$ cat config.mk
export PLATFORM = sky130hd
export DESIGN_NAME = uart_tx_arbiter
export DESIGN_NICKNAME = d
export VERILOG_FILES = /design/src/rtl/uart_arb_pkg.sv /design/src/rtl/uart_tx_arbiter_rr_pick.sv /design/src/rtl/uart_tx_arbiter.sv
export SDC_FILE = /design/constraint.sdc
export NUM_CORES = 1
export LEC_CHECK = 0
export ABC_AREA = 1
export CAP_MARGIN = 25
export CORE_MARGIN = 2
export CORE_UTILIZATION = 36
export DETAILED_ROUTE_END_ITERATION = 8
export DONT_BUFFER_PORTS = 1
export GPL_TIMING_DRIVEN = 0
export PLACE_DENSITY_LB_ADDON = 0.12
export RECOVER_POWER = 50
export SYNTH_ARGS = -nofsm -noshare
export SYNTH_HDL_FRONTEND = slang
export SYNTH_SLANG_ARGS = --single-unit
$ cat constraint.sdc
create_clock -name clk_50m -period 1.9 [get_ports clk_50m]
set_input_delay 0.285 -clock clk_50m [delete_from_list [all_inputs] [get_ports clk_50m]]
set_output_delay 0.285 -clock clk_50m [all_outputs]
set_load 0.01 [all_outputs]
$ cat src/rtl/uart_arb_pkg.sv
// uart_arb_pkg: shared definitions for the UART TX arbiter.
// Holds the arbiter FSM state encoding and the index-width helper.
package uart_arb_pkg;

  localparam int STATE_W = 2;

  typedef enum logic [STATE_W-1:0] {
    ST_IDLE  = 2'd0,
    ST_GRANT = 2'd1,
    ST_SEND  = 2'd2,
    ST_DRAIN = 2'd3
  } arb_state_e;

  // Bits needed to hold an index in 0..value-1, never less than one bit
  function automatic int clog2(input int value);
    int width;
    width = 1;
    while ((1 << width) < value) width++;
    return width;
  endfunction

endpackage

$ cat src/rtl/uart_tx_arbiter_rr_pick.sv
// rr_pick: combinational round-robin picker.
// Returns the first valid index strictly after last_owner, wrapping around,
// so the previous owner is the lowest-priority candidate.
module rr_pick #(
  parameter int NUM_REQ = 4,
  parameter int IDX_W   = 2
) (
  input  logic [NUM_REQ-1:0] valid,
  input  logic [IDX_W-1:0]   last_owner,
  output logic [IDX_W-1:0]   index,
  output logic               found
);

  // Walk the candidates in rotation order and keep the first valid one
  always_comb begin : pick_loop
    int cand;
    logic [IDX_W-1:0] cand_idx;
    index    = '0;
    found    = 1'b0;
    cand     = 0;
    cand_idx = '0;
    for (int i = 1; i <= NUM_REQ; i++) begin
      cand     = (int'(last_owner) + i) % NUM_REQ;
      cand_idx = IDX_W'(cand);
      if (!found && valid[cand_idx]) begin
        index = cand_idx;
        found = 1'b1;
      end
    end
  end

endmodule

$ cat src/rtl/uart_tx_arbiter.sv
// uart_tx_arbiter: shares one UART TX core among NUM_REQ byte sources.
// Round-robin grant, locked for a whole packet so packets never interleave.
// Optional forced release of a stalled packet lock: define UART_ARB_TIMEOUT_EN.
module uart_tx_arbiter
  import uart_arb_pkg::*;
#(
  parameter int NUM_REQ = 4,
  parameter int DATA_W  = 8
`ifdef UART_ARB_TIMEOUT_EN
  ,
  parameter int TIMEOUT_CYC = 50000
`endif
) (
  input  logic                      clk_50m,
  input  logic                      sw_rst_n,
  input  logic [NUM_REQ-1:0]        req_valid_i,
  input  logic [NUM_REQ*DATA_W-1:0] req_data_i,
  input  logic [NUM_REQ-1:0]        req_last_i,
  output logic [NUM_REQ-1:0]        req_ready_o,
  output logic [DATA_W-1:0]         tx_data_o,
  output logic                      tx_start_o,
  input  logic                      tx_busy_i,
  output logic [NUM_REQ-1:0]        grant_o,
  output logic                      timeout_o
);

  localparam int IDX_W = clog2(NUM_REQ);

  arb_state_e        state;
  arb_state_e        next_state;
  logic [IDX_W-1:0]  owner;
  logic [IDX_W-1:0]  last_owner;
  logic [IDX_W-1:0]  pick_idx;
  logic              pick_found;
  logic              last_flag;
  logic              owner_valid;
  logic              owner_last;
  logic [DATA_W-1:0] owner_byte;
  logic              handshake;
  logic              timeout_hit;

  rr_pick #(
    .NUM_REQ (NUM_REQ),
    .IDX_W   (IDX_W)
  ) u_rr_pick (
    .valid      (req_valid_i),
    .last_owner (last_owner),
    .index      (pick_idx),
    .found      (pick_found)
  );

  // Route the owner's request lines and raise only the owner's ready bit
  always_comb begin
    owner_valid = 1'b0;
    owner_last  = 1'b0;
    owner_byte  = '0;
    req_ready_o = '0;
    for (int k = 0; k < NUM_REQ; k++) begin
      if (owner == IDX_W'(k)) begin
        owner_valid    = req_valid_i[k];
        owner_last     = req_last_i[k];
        owner_byte     = req_data_i[k*DATA_W +: DATA_W];
        req_ready_o[k] = (state == ST_GRANT) && req_valid_i[k] && !tx_busy_i;
      end
    end
  end

  assign handshake = (state == ST_GRANT) && owner_valid && !tx_busy_i;

  // Next-state logic; SEND is a guard cycle before busy is trusted again
  always_comb begin
    next_state = state;
    case (state)
      ST_IDLE:  if (pick_found) next_state = ST_GRANT;
      ST_GRANT: begin
        if (handshake) next_state = ST_SEND;
        else if (timeout_hit) next_state = ST_IDLE;
      end
      ST_SEND:  next_state = ST_DRAIN;
      ST_DRAIN: if (!tx_busy_i) next_state = last_flag ? ST_IDLE : ST_GRANT;
      default:  next_state = ST_IDLE;
    endcase
  end

  // State register
  always_ff @(posedge clk_50m or negedge sw_rst_n) begin
    if (!sw_rst_n) state <= ST_IDLE;
    else           state <= next_state;
  end

  // Owner bookkeeping and registered outputs to the TX core
  always_ff @(posedge clk_50m or negedge sw_rst_n) begin
    if (!sw_rst_n) begin
      owner      <= '0;
      last_owner <= IDX_W'(NUM_REQ - 1);
      last_flag  <= 1'b0;
      tx_data_o  <= '0;
      tx_start_o <= 1'b0;
      grant_o    <= '0;
    end else begin
      tx_start_o <= 1'b0;
      case (state)
        ST_IDLE: begin
          if (pick_found) begin
            owner   <= pick_idx;
            grant_o <= NUM_REQ'(1) << pick_idx;
          end
        end
        ST_GRANT: begin
          if (handshake) begin
            tx_data_o  <= owner_byte;
            tx_start_o <= 1'b1;
            last_flag  <= owner_last;
          end else if (timeout_hit) begin
            last_owner <= owner;
            grant_o    <= '0;
          end
        end
        ST_DRAIN: begin
          if (!tx_busy_i && last_flag) begin
            last_owner <= owner;
            grant_o    <= '0;
          end
        end
        default: ;
      endcase
    end
  end

`ifdef UART_ARB_TIMEOUT_EN
  localparam int CNT_W = clog2(TIMEOUT_CYC);

  logic [CNT_W-1:0] idle_cnt;
  logic             idle_cycle;

  assign idle_cycle  = (state == ST_GRANT) && !owner_valid;
  assign timeout_hit = idle_cycle && (idle_cnt == CNT_W'(TIMEOUT_CYC - 1));

  // Count owner-silent cycles inside a locked packet; pulse on forced release
  always_ff @(posedge clk_50m or negedge sw_rst_n) begin
    if (!sw_rst_n) begin
      idle_cnt  <= '0;
      timeout_o <= 1'b0;
    end else begin
      timeout_o <= timeout_hit;
      if (handshake || timeout_hit || state != ST_GRANT) idle_cnt <= '0;
      else if (idle_cycle) idle_cnt <= idle_cnt + 1'b1;
    end
  end
`else
  assign timeout_hit = 1'b0;
  assign timeout_o   = 1'b0;
`endif

endmodule

* Word-level counts from Yosys, hierarchy flattened *
Cells that the tools add are included.

word-level totals
  register bits after elaboration = 20
  bits of input ports = 43
  output and inout port bits = 18
  word-level logic and storage cells = 94

operators by class
  add/subtract/negate cells = 4
  order comparisons = 4
  eq/ne operators = 10
  shift operators = 1
  multiplexer cells = 42
  reduce and logical (&&, ||, !) cells = 26

operators with widths
  operator                                                     count
  2-to-1 mux 8 bit                                             4
  2-to-1 mux 1 bit                                             23
  logical AND 1 bit                                            14
  2-to-1 mux 2 bit                                             7
  less-than comparator 2 x 3 -> 1 bit (second input constant)  4
  binary-select mux 1 bit (select 2 bit)                       4
  == test 2 bit (second input constant)                        4
  2-to-1 mux 4 bit                                             2
  inequality test 2 bit (second input constant)                4
  one-hot mux 2 bit (4 select lines)                           1
  one-hot mux 4 bit (2 select lines)                           1
  AND reduction 2 bit                                          3
  AND reduction 3 bit                                          2
  adder 2 x 1 -> 2 bit (second input constant)                 2
  adder 2 bit (second input constant)                          2
  == test 2 x 1 -> 1 bit (second input constant)               2
  logical NOT 1 bit                                            4
  logical NOT 2 bit                                            2
  << shifter 1 x 2 -> 4 bit (first input constant)             1
  nonzero test 2 bit                                           1

* Longest topological paths before layout *
  depth after elaboration = 16
  mapped depth = 13

* Modules after synthesis *
From an unflattened synthesis, not the netlist that was laid out.

second synthesis, totals
  cells, all modules = 216
  area total of the unflattened synthesis = 1496.4 um^2

by module, submodules not included
  module           instances  cells an instance  area each (um^2)  seq. area each (um^2)
  uart_tx_arbiter  1          164                1224.9            503.0
  rr_pick          1          52                 271.5             0.0

* Worst setup path before layout *
OpenSTA, ideal clock, no wires.

  path type = flip-flop to flip-flop
  from = reg state[1]
  to = reg tx_data_o[0]
  library setup time = 0.125 ns
  data arrival time = 1.450 ns
  setup slack = 0.325 ns
  stages on the path, launching flop included = 9
  path buffers = 1
  path through = dfrtp_1 > inv_1 > ha_1 > nand2_1 > inv_1 > nand3_1 > nand2_2 > buf_6 > mux2_4

on the way
  word-level cells in the longest chain between the ends = 4

RTL lines
  element                          line                                           RTL
  from (decl)                      uart_tx_arbiter.sv:29                          arb_state_e state;
  from (signal assigned)           uart_tx_arbiter.sv:88                          else state <= next_state;
  == test 2 x 1 -> 1 bit *         uart_tx_arbiter.sv:68, uart_tx_arbiter.sv:102
  logical AND 1 bit (2 in series)  uart_tx_arbiter.sv:68                          assign handshake = (state == ST_GRANT) && owner_valid && !tx_busy_i;
  AND reduction 2 bit (no line) *  -
  to (signal assigned)             uart_tx_arbiter.sv:111                         tx_data_o <= owner_byte;
  to (decl)                        uart_tx_arbiter.sv:20                          output logic [DATA_W-1:0] tx_data_o,

Mark *: on every way between the ends. The rest lies on a longest branch, timed or not.
A chain may end at the register's enable or synchronous reset.

* Worst setup path after layout *
  from = reg state[1]
  to = out req_ready_o[0]

on the way
  word-level cells in the longest chain between the ends = 4

RTL lines
  element                          line                   RTL
  == test 2 x 1 -> 1 bit           uart_tx_arbiter.sv:63  req_ready_o[k] = (state == ST_GRANT) && req_valid_i[k] && !tx_busy_i;
  logical AND 1 bit (2 in series)  uart_tx_arbiter.sv:63
  2-to-1 mux 1 bit                 uart_tx_arbiter.sv:59  if (owner == IDX_W'(k)) begin
  to (decl)                        uart_tx_arbiter.sv:19  output logic [NUM_REQ-1:0] req_ready_o,

Every way passes these cells.

==> results.md <==
* Status: finished, final reports clean
* DRT antenna net count at 0
* Power, Total at approximately 2.8 mW
* Hold/Removal Path Class: input pin to flop
* Nets at 264
* Total number of vias at between 1000 and 1500
* Net Count, Synth at roughly 260
* Drt pass-1 iters at 5
* Drt drc at 0
* Req. time, crit path at about 1600 ps
* Maximum vdd drop at between 0.7 and 0.8 mV
* Fmax at roughly 550 MHz
* Power Density at ~1700 mW/mm2
* Seq/Total Area, Yosys at 0.337
* GRT overflow at 0
* Post-Place Cell Area at about 0.0016 mm2
* Busiest grt layer: met2
* Area grow syn2layout at 8.89%
* Unrepaired setup endpoints after global routing: yes
* Worst EP arrival at 1550 ps
* Antenna Cells at 0
* Multi-input gate area at roughly 860 um2
* Postcts setup bufs at 0
* CTS tree: done
* IO Pins at between 60 and 70
* Final design instance area without fill at between 0.0015 and 0.002 mm2
* GR Util met2 at 0.292
* Clock transition at path regs at 70 ps
* Most common cell after layout, fill and taps aside: nand2_1
* Met3 GRT Util at 0.0510
* Skew-Pair Late Insertion Delay at 260 ps
* Vias in the first global route at around 1300
* Vias/cell at approximately 5.0
* Die Ht at ~68 um
* M1 GR Usage at 0.190
* DP HPWL at ~2.7 mm
* Clock skew at 2.97 ps
* Antenna violations before repair at 0
* Worst path slowest cell: nor4_1
* Routability Congestion at 0.770
* H-tree depth at 1
* FILL cells at between 400 and 500
* Die Area at roughly 0.0047 mm2
* Slew headroom at 0.406
* Share of cells above drive strength 1 at 0.162
* Slew Limit Fails at 0
* Total Routing Usage GR at 0.162
* Worst-path fanout max at 4
* Max cap viols at 0
* Worst Setup Start Kind: flop
* Post-Route WL at around 3.3 mm
* Core area at approximately 0.0040 mm2
* Post-synthesis cell count at about 210
* Initial core utilization at 0.373
* Setup violators final at 0
* # rows at 23
* Crit-path cells: inv_1 -> ha_1 -> nand2_1 -> nor4_1
* Yosys reg bits at 20
* CTS Root Cell: clkbuf_8
* Longest Clk Path Bufs at 2
* Synthesis warning total at 0
* Post-Syn Area at 0.00149 mm2
* Synth cell types at 27
* Worst-margin pin slew at between 800 and 900 ps
* Port bufs at 0
* CP bufs+invs at 1
* First-pass GRT wire length at 5.68 mm
* WS Path Type: flop to primary output
* Fin. Hold Viols at 0
* Commonest non-fill, non-tap cells in the layout: nand2_1 (103), dfrtp_1 (18), inv_1 (16)
* Cts bufs inserted at 3
* Drt first-iter violations at 60
* Routed len/inst at 12.4 um
* Worst path max stage delay at ~460 ps
* LEAKAGE at about 0.87 nW
* Sequential standard cell area at between 500 and 600 um2
* Avg Cell Area, Syn at between 7 and 8 um2
* Tcrit/Tclk final at 0.963
* Post-layout min period at 1830 ps
* Clock sinks at 20
* Final TNS setup at 0 ps
* Crit end category: primary output
* Die width at 68.4 um
* Largest net degree at the start of global routing at 21
* Crit path max-delay family: simple AND/OR/NAND/NOR gates
## Yosys cell counts (all sizes together)
cell      n  area share
nand2   106        0.27
inv      22       0.057
dfrtp    18        0.30
nand3    14       0.054
nand4    12       0.055
mux2      8       0.078
nor2      6       0.031
o21ai     6       0.020
buf       5       0.030
ha        4       0.034
clkinv    2      0.0050
dfstp     2       0.035
nor3      2      0.0067
a211o     1      0.0059
conb      1      0.0025
nor4      1      0.0042
o211ai    1      0.0084
## state kept, by name, indices dropped and copies added, names as in the netlist
| name | flops |
|---|---|
| last_flag | 1 |
| last_owner | 2 |
| tx_data_o | 8 |
| state | 2 |
| owner | 2 |
| tx_start_o | 1 |
| grant_o | 4 |
## final timing paths
kind | from | to | slack (ps) | cells past startpoint
max | state[1] | req_ready_o[0] | 70 | 4
min | req_last_i[2] | last_flag | 280 | 4
max reg2reg | state[1] | tx_data_o[7] | 160 | 8
min reg2reg | state[0] | state[0] | 540 | 2
max in group asynchronous | sw_rst_n | tx_data_o[0] | 760 | 1
min in group asynchronous | sw_rst_n | grant_o[1] | 590 | 1
## power breakdown
part | switching [mW] | internal, mW
registers | 0.187 | 0.628
logic | 0.989 | 0.627
clock network | 0.136 | 0.184
total | 1.31 | 1.44
## layer usage
metal,vias up,share of wire
li1,677,-
met1,598,0.44
met2,47,0.48
met3,2,0.071
met4,0,0.0049
met5,-,0
## area by class of cell
class	count	area share
sequential	20	0.310
timing repair buffer	1	0.00616
buffer	5	0.0277
tap	50	0.0385
clock buffer	4	0.0339
multi-input combinational	162	0.527
inverter	24	0.0570
## kinds of logic (layout without fill, tap and decap cells)
family / Yosys count / in the layout / share of synthesized area
adders and majority gates: 4 / 4 / 0.0336
other: 1 / 1 / 0.00251
buffers and inverters: 29 / 34 / 0.0923
muxes: 8 / 8 / 0.0780
AOI/OAI and AO/OA: 8 / 8 / 0.0344
DFF: 20 / 20 / 0.337
and+or+nand+nor: 141 / 141 / 0.422
## through the flow
stage          cells  utilization  worst slack [ps]  hold WS (ps)
6_report         266        0.406              69.5           277
5_1_grt          266        0.406             -60.8           291
4_1_cts          266        0.405              26.4           269
3_5_place_dp     261        0.388               113         -10.1
3_3_place_gp     261        0.388               122         -10.2
2_1_floorplan    211            -               325         -10.6
## tightest hold or removal path: cells and delay by family
family | cells | cell delay, ps
and+or+nand+nor | 3 | 150
AOI/OAI and AO/OA | 1 | 60
## what timing repair did
| action | in CTS | in global routing |
|---|---|---|
| endpoints found under the setup margin | 0 | 9 |
| hold buffers | 1 | 0 |
| resized for setup | 0 | 1 |
| endpoints found under the hold margin | 20 | 0 |
No activity file was read; power rests on OpenSTA's default activity.
